--- src/rtl/fetch_pkg.sv ---
// rtl/fetch_pkg.sv - shared types and constants for the instruction fetch unit
package fetch_pkg;

    typedef enum logic [1:0] {
        IDLE  = 2'd0,
        FETCH = 2'd1,
        READY = 2'd2,
        DROP  = 2'd3
    } fetch_state_t;

    localparam logic [31:0] NOP    = 32'h0000_0000;
    localparam logic [31:0] PC_INC = 32'd4;

endpackage

--- src/rtl/fetch_buffer.sv ---
// rtl/fetch_buffer.sv - single-entry instruction register with load/clear/hold
module fetch_buffer #(
    parameter int unsigned XLEN = 32
) (
    input  logic            clk_i,
    input  logic            rst_i,
    input  logic            load_i,
    input  logic            clear_i,
    input  logic [XLEN-1:0] data_i,
    output logic [XLEN-1:0] data_o
);

    logic [XLEN-1:0] data_q;
    logic [XLEN-1:0] data_d;

    always_comb begin
        data_d = data_q;
        if (clear_i) begin
            data_d = '0;
        end else if (load_i) begin
            data_d = data_i;
        end
    end

    always_ff @(posedge clk_i or negedge rst_i) begin
        if (!rst_i) begin
            data_q <= '0;
        end else begin
            data_q <= data_d;
        end
    end

    assign data_o = data_q;

endmodule

--- src/rtl/fetch_unit.sv ---
// rtl/fetch_unit.sv - instruction fetch front end; FETCH_PERF_EN adds perf counters
module fetch_unit
    import fetch_pkg::*;
#(
    parameter int unsigned     XLEN     = 32,
    parameter logic [XLEN-1:0] RESET_PC = '0
) (
    input  logic            clk_i,
    input  logic            rst_i,
    input  logic            start_i,
    input  logic            Stall_i,
    input  logic            MemStall_i,
    input  logic            Branch_i,
    input  logic [XLEN-1:0] BranchTarget_i,
    output logic            imem_req_o,
    output logic [XLEN-1:0] imem_addr_o,
    input  logic            imem_ack_i,
    input  logic [XLEN-1:0] imem_data_i,
    output logic [XLEN-1:0] PC_o,
`ifdef FETCH_PERF_EN
    output logic [31:0]     perf_fetch_o,
    output logic [31:0]     perf_bubble_o,
`endif
    output logic [XLEN-1:0] instr_o
);

    fetch_state_t    state_q, state_d;
    logic [XLEN-1:0] pc_q, pc_d;
    logic [XLEN-1:0] drop_addr_q, drop_addr_d;
    logic            buf_load;
    logic            buf_clear;
    logic            redirect;
    logic [XLEN-1:0] buf_data;

    assign redirect = Branch_i && !MemStall_i;

    always_comb begin
        state_d     = state_q;
        pc_d        = pc_q;
        drop_addr_d = drop_addr_q;
        buf_load    = 1'b0;
        buf_clear   = 1'b0;

        // Acks are honoured even under MemStall_i so none is ever lost.
        unique case (state_q)
            IDLE: begin
                if (start_i && !MemStall_i) begin
                    state_d = FETCH;
                end
            end
            FETCH: begin
                if (imem_ack_i) begin
                    if (!redirect) begin
                        state_d  = READY;
                        buf_load = 1'b1;
                    end
                end else if (redirect) begin
                    state_d     = DROP;
                    drop_addr_d = pc_q;
                end
            end
            READY: begin
                if (!MemStall_i) begin
                    if (Branch_i) begin
                        state_d = FETCH;
                    end else if (!Stall_i) begin
                        state_d   = FETCH;
                        pc_d      = pc_q + XLEN'(PC_INC);
                        buf_clear = 1'b1;
                    end
                end
            end
            DROP: begin
                if (imem_ack_i) begin
                    state_d = FETCH;
                end
            end
            default: state_d = IDLE;
        endcase

        if (redirect) begin
            pc_d      = BranchTarget_i;
            buf_clear = 1'b1;
        end
    end

    always_ff @(posedge clk_i or negedge rst_i) begin
        if (!rst_i) begin
            state_q     <= IDLE;
            pc_q        <= RESET_PC;
            drop_addr_q <= RESET_PC;
        end else begin
            state_q     <= state_d;
            pc_q        <= pc_d;
            drop_addr_q <= drop_addr_d;
        end
    end

    fetch_buffer #(
        .XLEN(XLEN)
    ) u_buffer (
        .clk_i  (clk_i),
        .rst_i  (rst_i),
        .load_i (buf_load),
        .clear_i(buf_clear),
        .data_i (imem_data_i),
        .data_o (buf_data)
    );

    // While dropping, the abandoned request keeps its original address.
    assign imem_req_o  = (state_q == FETCH) || (state_q == DROP);
    assign imem_addr_o = (state_q == DROP) ? drop_addr_q : pc_q;
    assign PC_o        = pc_q;
    assign instr_o     = (state_q == READY) ? buf_data : XLEN'(NOP);

`ifdef FETCH_PERF_EN
    logic [31:0] perf_fetch_q;
    logic [31:0] perf_bubble_q;
    logic        consume;
    logic        bubble;

    assign consume = (state_q == READY) && !MemStall_i && !Branch_i && !Stall_i;
    assign bubble  = (state_q != IDLE) && (instr_o == XLEN'(NOP));

    always_ff @(posedge clk_i or negedge rst_i) begin
        if (!rst_i) begin
            perf_fetch_q  <= '0;
            perf_bubble_q <= '0;
        end else begin
            perf_fetch_q  <= perf_fetch_q + 32'(consume);
            perf_bubble_q <= perf_bubble_q + 32'(bubble);
        end
    end

    assign perf_fetch_o  = perf_fetch_q;
    assign perf_bubble_o = perf_bubble_q;
`endif

endmodule

--- config.mk ---
export PLATFORM = sky130hd
export DESIGN_NAME = fetch_unit
export DESIGN_NICKNAME = d
export VERILOG_FILES = /design/src/rtl/fetch_pkg.sv /design/src/rtl/fetch_buffer.sv /design/src/rtl/fetch_unit.sv
export SDC_FILE = /design/constraint.sdc
export NUM_CORES = 1
export LEC_CHECK = 0
export CORE_MARGIN = 4
export CORE_UTILIZATION = 47
export DETAILED_ROUTE_END_ITERATION = 16
export GPL_ROUTABILITY_DRIVEN = 0
export PLACE_DENSITY = 0.9
export SLEW_MARGIN = 10
export SYNTH_ARGS = -nofsm -noshare
export SYNTH_HDL_FRONTEND = slang
export SYNTH_HIERARCHICAL = 1
export SYNTH_SLANG_ARGS = --single-unit
--- constraint.sdc ---
create_clock -name clk_i -period 2.5 [get_ports clk_i]
set_clock_uncertainty 0.1 [all_clocks]
set_input_delay 0.375 -clock clk_i [delete_from_list [all_inputs] [get_ports clk_i]]
set_output_delay 0.375 -clock clk_i [all_outputs]
set_load 0.02 [all_outputs]
==> results.py <==
metrics = {
    "sta": {
        "fin_crit_ns": 2.33,
        "finalCritPeriodShare_pct": 93.0,
        "finalSetupViolCount": 0,
        "fmax_mhz": 430,
        "timing.slew.headroom_pct": 65.7,
        "max_slew.worst_pin.slew_ns": 0.510,
        "hold_viol": 0,
        "hold_ws_ns": 0.355,
        "slew_violations": 0,
        "rsz0062_at_grt": "false",
        "tns_ns": 0,
    },
    "drt": {
        "wl_per_cell_um": 18.1,
        "drc_errors": 0,
        "avgViaCountPerCell": 5.57,
        "first_iter_violations": 360,
        "vias": 4495,
        "ant_nets": 0,
        "drt-total-wl_um": 14600,
        "drtPass1Iterations": 5,
    },
    "synth": {
        "synthCells": 486,
        "synth.net_count": 558,
        "ys_top_cells_by_area": "dfrtp_1 48%, mux2_2 14%, mux2i_1 6.6%, nor2_1 4.2%, and2_1 4.0%",
        "synth_edf_count": 0,
        "avgSynthCellArea_um2": 10.6,
        "yosysTopAreaCell": "dfrtp_1",
        "synth_cell_types": 51,
        "ys_seq_area_share_pct": 47.8,
        "synth-async-reset-ratio_pct": 100,
        "ys.flop_type": "dfrtp_1",
        "synth_warnings": 6,
        "synth-seq-cells": 98,
        "yosysTopAreaCellShare_pct": 47.8,
        "syn_area_um2": 5130,
    },
    "placement": {
        "portBuffers": 167,
        "hpwl_um": 10900,
    },
    "worst_setup_path": {
        "critPathCaptureType": "flip-flop",
        "cp.arrival_ns": 2.48,
        "crit_required_ns": 2.66,
        "critPathLaunchType": "flip-flop",
        "crit_fanout": 10,
        "criticalPathCategory": "reg2reg",
    },
    "global_routing": {
        "grt.total_usage_pct": 22.9,
        "grt_pass1_vias": 4648,
        "antenna_found_initial": 1,
        "grt_start_max_net_pins": 50,
        "grt_overflow": 0,
        "grt_pass1_wl_um": 23500,
    },
    "floorplan": {
        "die-area_um2": 12700,
        "core_um2": 10500,
        "fp-row-count": 37,
        "die_x_um": 113,
        "fp.dieH_um": 113,
        "start_util_pct": 49.1,
        "ios": 168,
    },
    "finish": {
        "antenna_cells": 0,
        "final_nets": 738,
        "area_growth_syn_to_layout_pct": 42.5,
        "drive_above_1_share_pct": 17.6,
        "fillers": 797,
    },
    "pwr": {
        "powerDensity_nw_per_um2": 844,
        "p_sw_share_pct": 35.5,
        "p_clk_share_pct": 17.9,
        "netSwitchingPower_uw": 2190,
        "internal-power_uw": 3980,
        "max-vdd-ir-drop_v": 0.000628,
        "pwr-share-seq_pct": 38.5,
        "pwr-share-comb_pct": 43.6,
        "p_leak_uw": 0.00335,
    },
    "clocking": {
        "cts_num_sinks": 98,
        "cts_buffer_depth": 2,
        "tritoncts": "done",
        "numCtsBuffers": 9,
        "path_clk_slew_ns": 0.10,
        "clock_latency_ns": 0.37,
        "cts_setup_buffers": 0,
        "h-tree-depth": 3,
        "cts_root_buffer": "clkbuf_8",
    },
    "min_path": {
        "min_path_type": "in2async",
    },
    "status": {
        "status": "complete, no violations",
    },
    "run": {
        "maxCapViolCount": 0,
    },
}
-- layout by cell type (no fill, tap or decap), types with 4 or more instances in the layout --
cell type,n
dlymetal6s2s_1,21
nand2b_1,6
or4_1,5
clkbuf_8,9
o21ai_0,20
a221o_1,4
mux2i_1,34
nand4_1,4
clkdlybuf4s50_1,102
mux2_2,62
and2_1,33
nor3_1,9
dlygate4sd2_1,43
nor2_1,55
a21oi_1,4
dfrtp_1,98
nand3_1,6
xnor2_1,9
nor4_1,8
buf_4,28
inv_1,5
nand2_1,45
-- stage by stage --
step	worst slack, ns	total power, µW	cells	area, µm²	util [%]
2_1_floorplan	0.161	3990	486	5130	-
3_3_place_gp	0.192	5070	790	7070	67.6
3_5_place_dp	0.0459	5200	790	7070	67.6
4_1_cts	0.000440	6250	807	7250	69.3
5_1_grt	0.0843	6540	807	7320	69.9
6_report	0.174	6180	807	7320	69.9
-- area by class of cell --
class / instances / area [µm²] / area share (%)
repair buffers: 199 / 1950 / 26.7
clock inverters: 7 / 93.8 / 1.28
flip-flops and latches: 98 / 2450 / 33.5
well taps: 136 / 170 / 2.33
clock buffers: 9 / 124 / 1.69
inverters: 5 / 18.8 / 0.256
multi-input cells: 353 / 2510 / 34.3
-- path summary, 6_finish.rpt --
path | from | endpoint | slack, ns | depth (start not counted)
min in group clk_i | drop_addr_q[25] | drop_addr_q[25] | 0.40 | 2
worst min-delay path | rst_i | PC_o[16] | 0.36 | 2
worst min register to register | drop_addr_q[25] | drop_addr_q[25] | 0.40 | 2
max in group asynchronous | rst_i | PC_o[1] | 1.24 | 3
worst max register to register | PC_o[12] | PC_o[27] | 0.17 | 5
worst max-delay path | PC_o[12] | PC_o[27] | 0.17 | 5
-- layer usage --
| layer | wire (µm) | GRT usage [%] | part of all wire (%) |
|---|---|---|---|
| met1 | 6010 | 28.5 | 41 |
| met2 | 7070 | 38.7 | 48 |
| met3 | 1330 | 6.95 | 9.1 |
| met4 | 166 | 6.65 | 1.1 |
| met5 | 13 | 0 | 0.089 |
-- critical path: stages (launching register included) --
cell,delay [ns]
dfrtp_1,0.46
nand3_2,0.13
or3_4,0.44
or3_4,0.42
or4_1,0.43
a31o_1,0.24
-- what timing repair did --
action                                 CTS  global route
hold buffers                             1             0
gates cloned                             0             0
pin swaps                                0             0
setup endpoints to repair               54            22
gates resized for setup                 46            23
endpoints found under the hold margin   18             0
-- flip-flops by register name, indices dropped and copies added (netlist names) --
| name | cells |
|---|---|
| u_buffer/data_o | 32 |
| state_q | 2 |
| PC_o | 32 |
| drop_addr_q | 32 |
-- cell families after synthesis --
logic type | Yosys count | synth area share, %
mux | 96 | 20.2
compound gates | 54 | 7.26
simple gates | 191 | 18.8
buf+inv | 35 | 3.83
fa+ha+maj | 1 | 0.244
flops | 98 | 47.8
xor+xnor | 11 | 1.88
-- synth_stat cells, types with 4 or more instances --
library cell  count
a21oi_1           4
nor3_1            9
inv_1             5
buf_1             5
and2_1           33
clkbuf_1         19
nand4_1           4
nand3_1           6
a221o_1           4
mux2_2           62
or4_1             5
o21ai_0          20
nor4_1            8
or3_1             4
xnor2_1           9
nand2_1          45
nor2_1           57
nand2b_1          6
dfrtp_1          98
mux2i_1          34
-- power groups by stage --
stage,Sequential [µW],Combinational [µW],Clock (µW)
2_1_floorplan,2420,1570,0
3_3_place_gp,2370,2700,0
3_5_place_dp,2410,2790,0
4_1_cts,2380,2740,1130
5_1_grt,2440,2910,1190
6_report,2380,2690,1110
No activity file was read; power rests on OpenSTA's default activity.
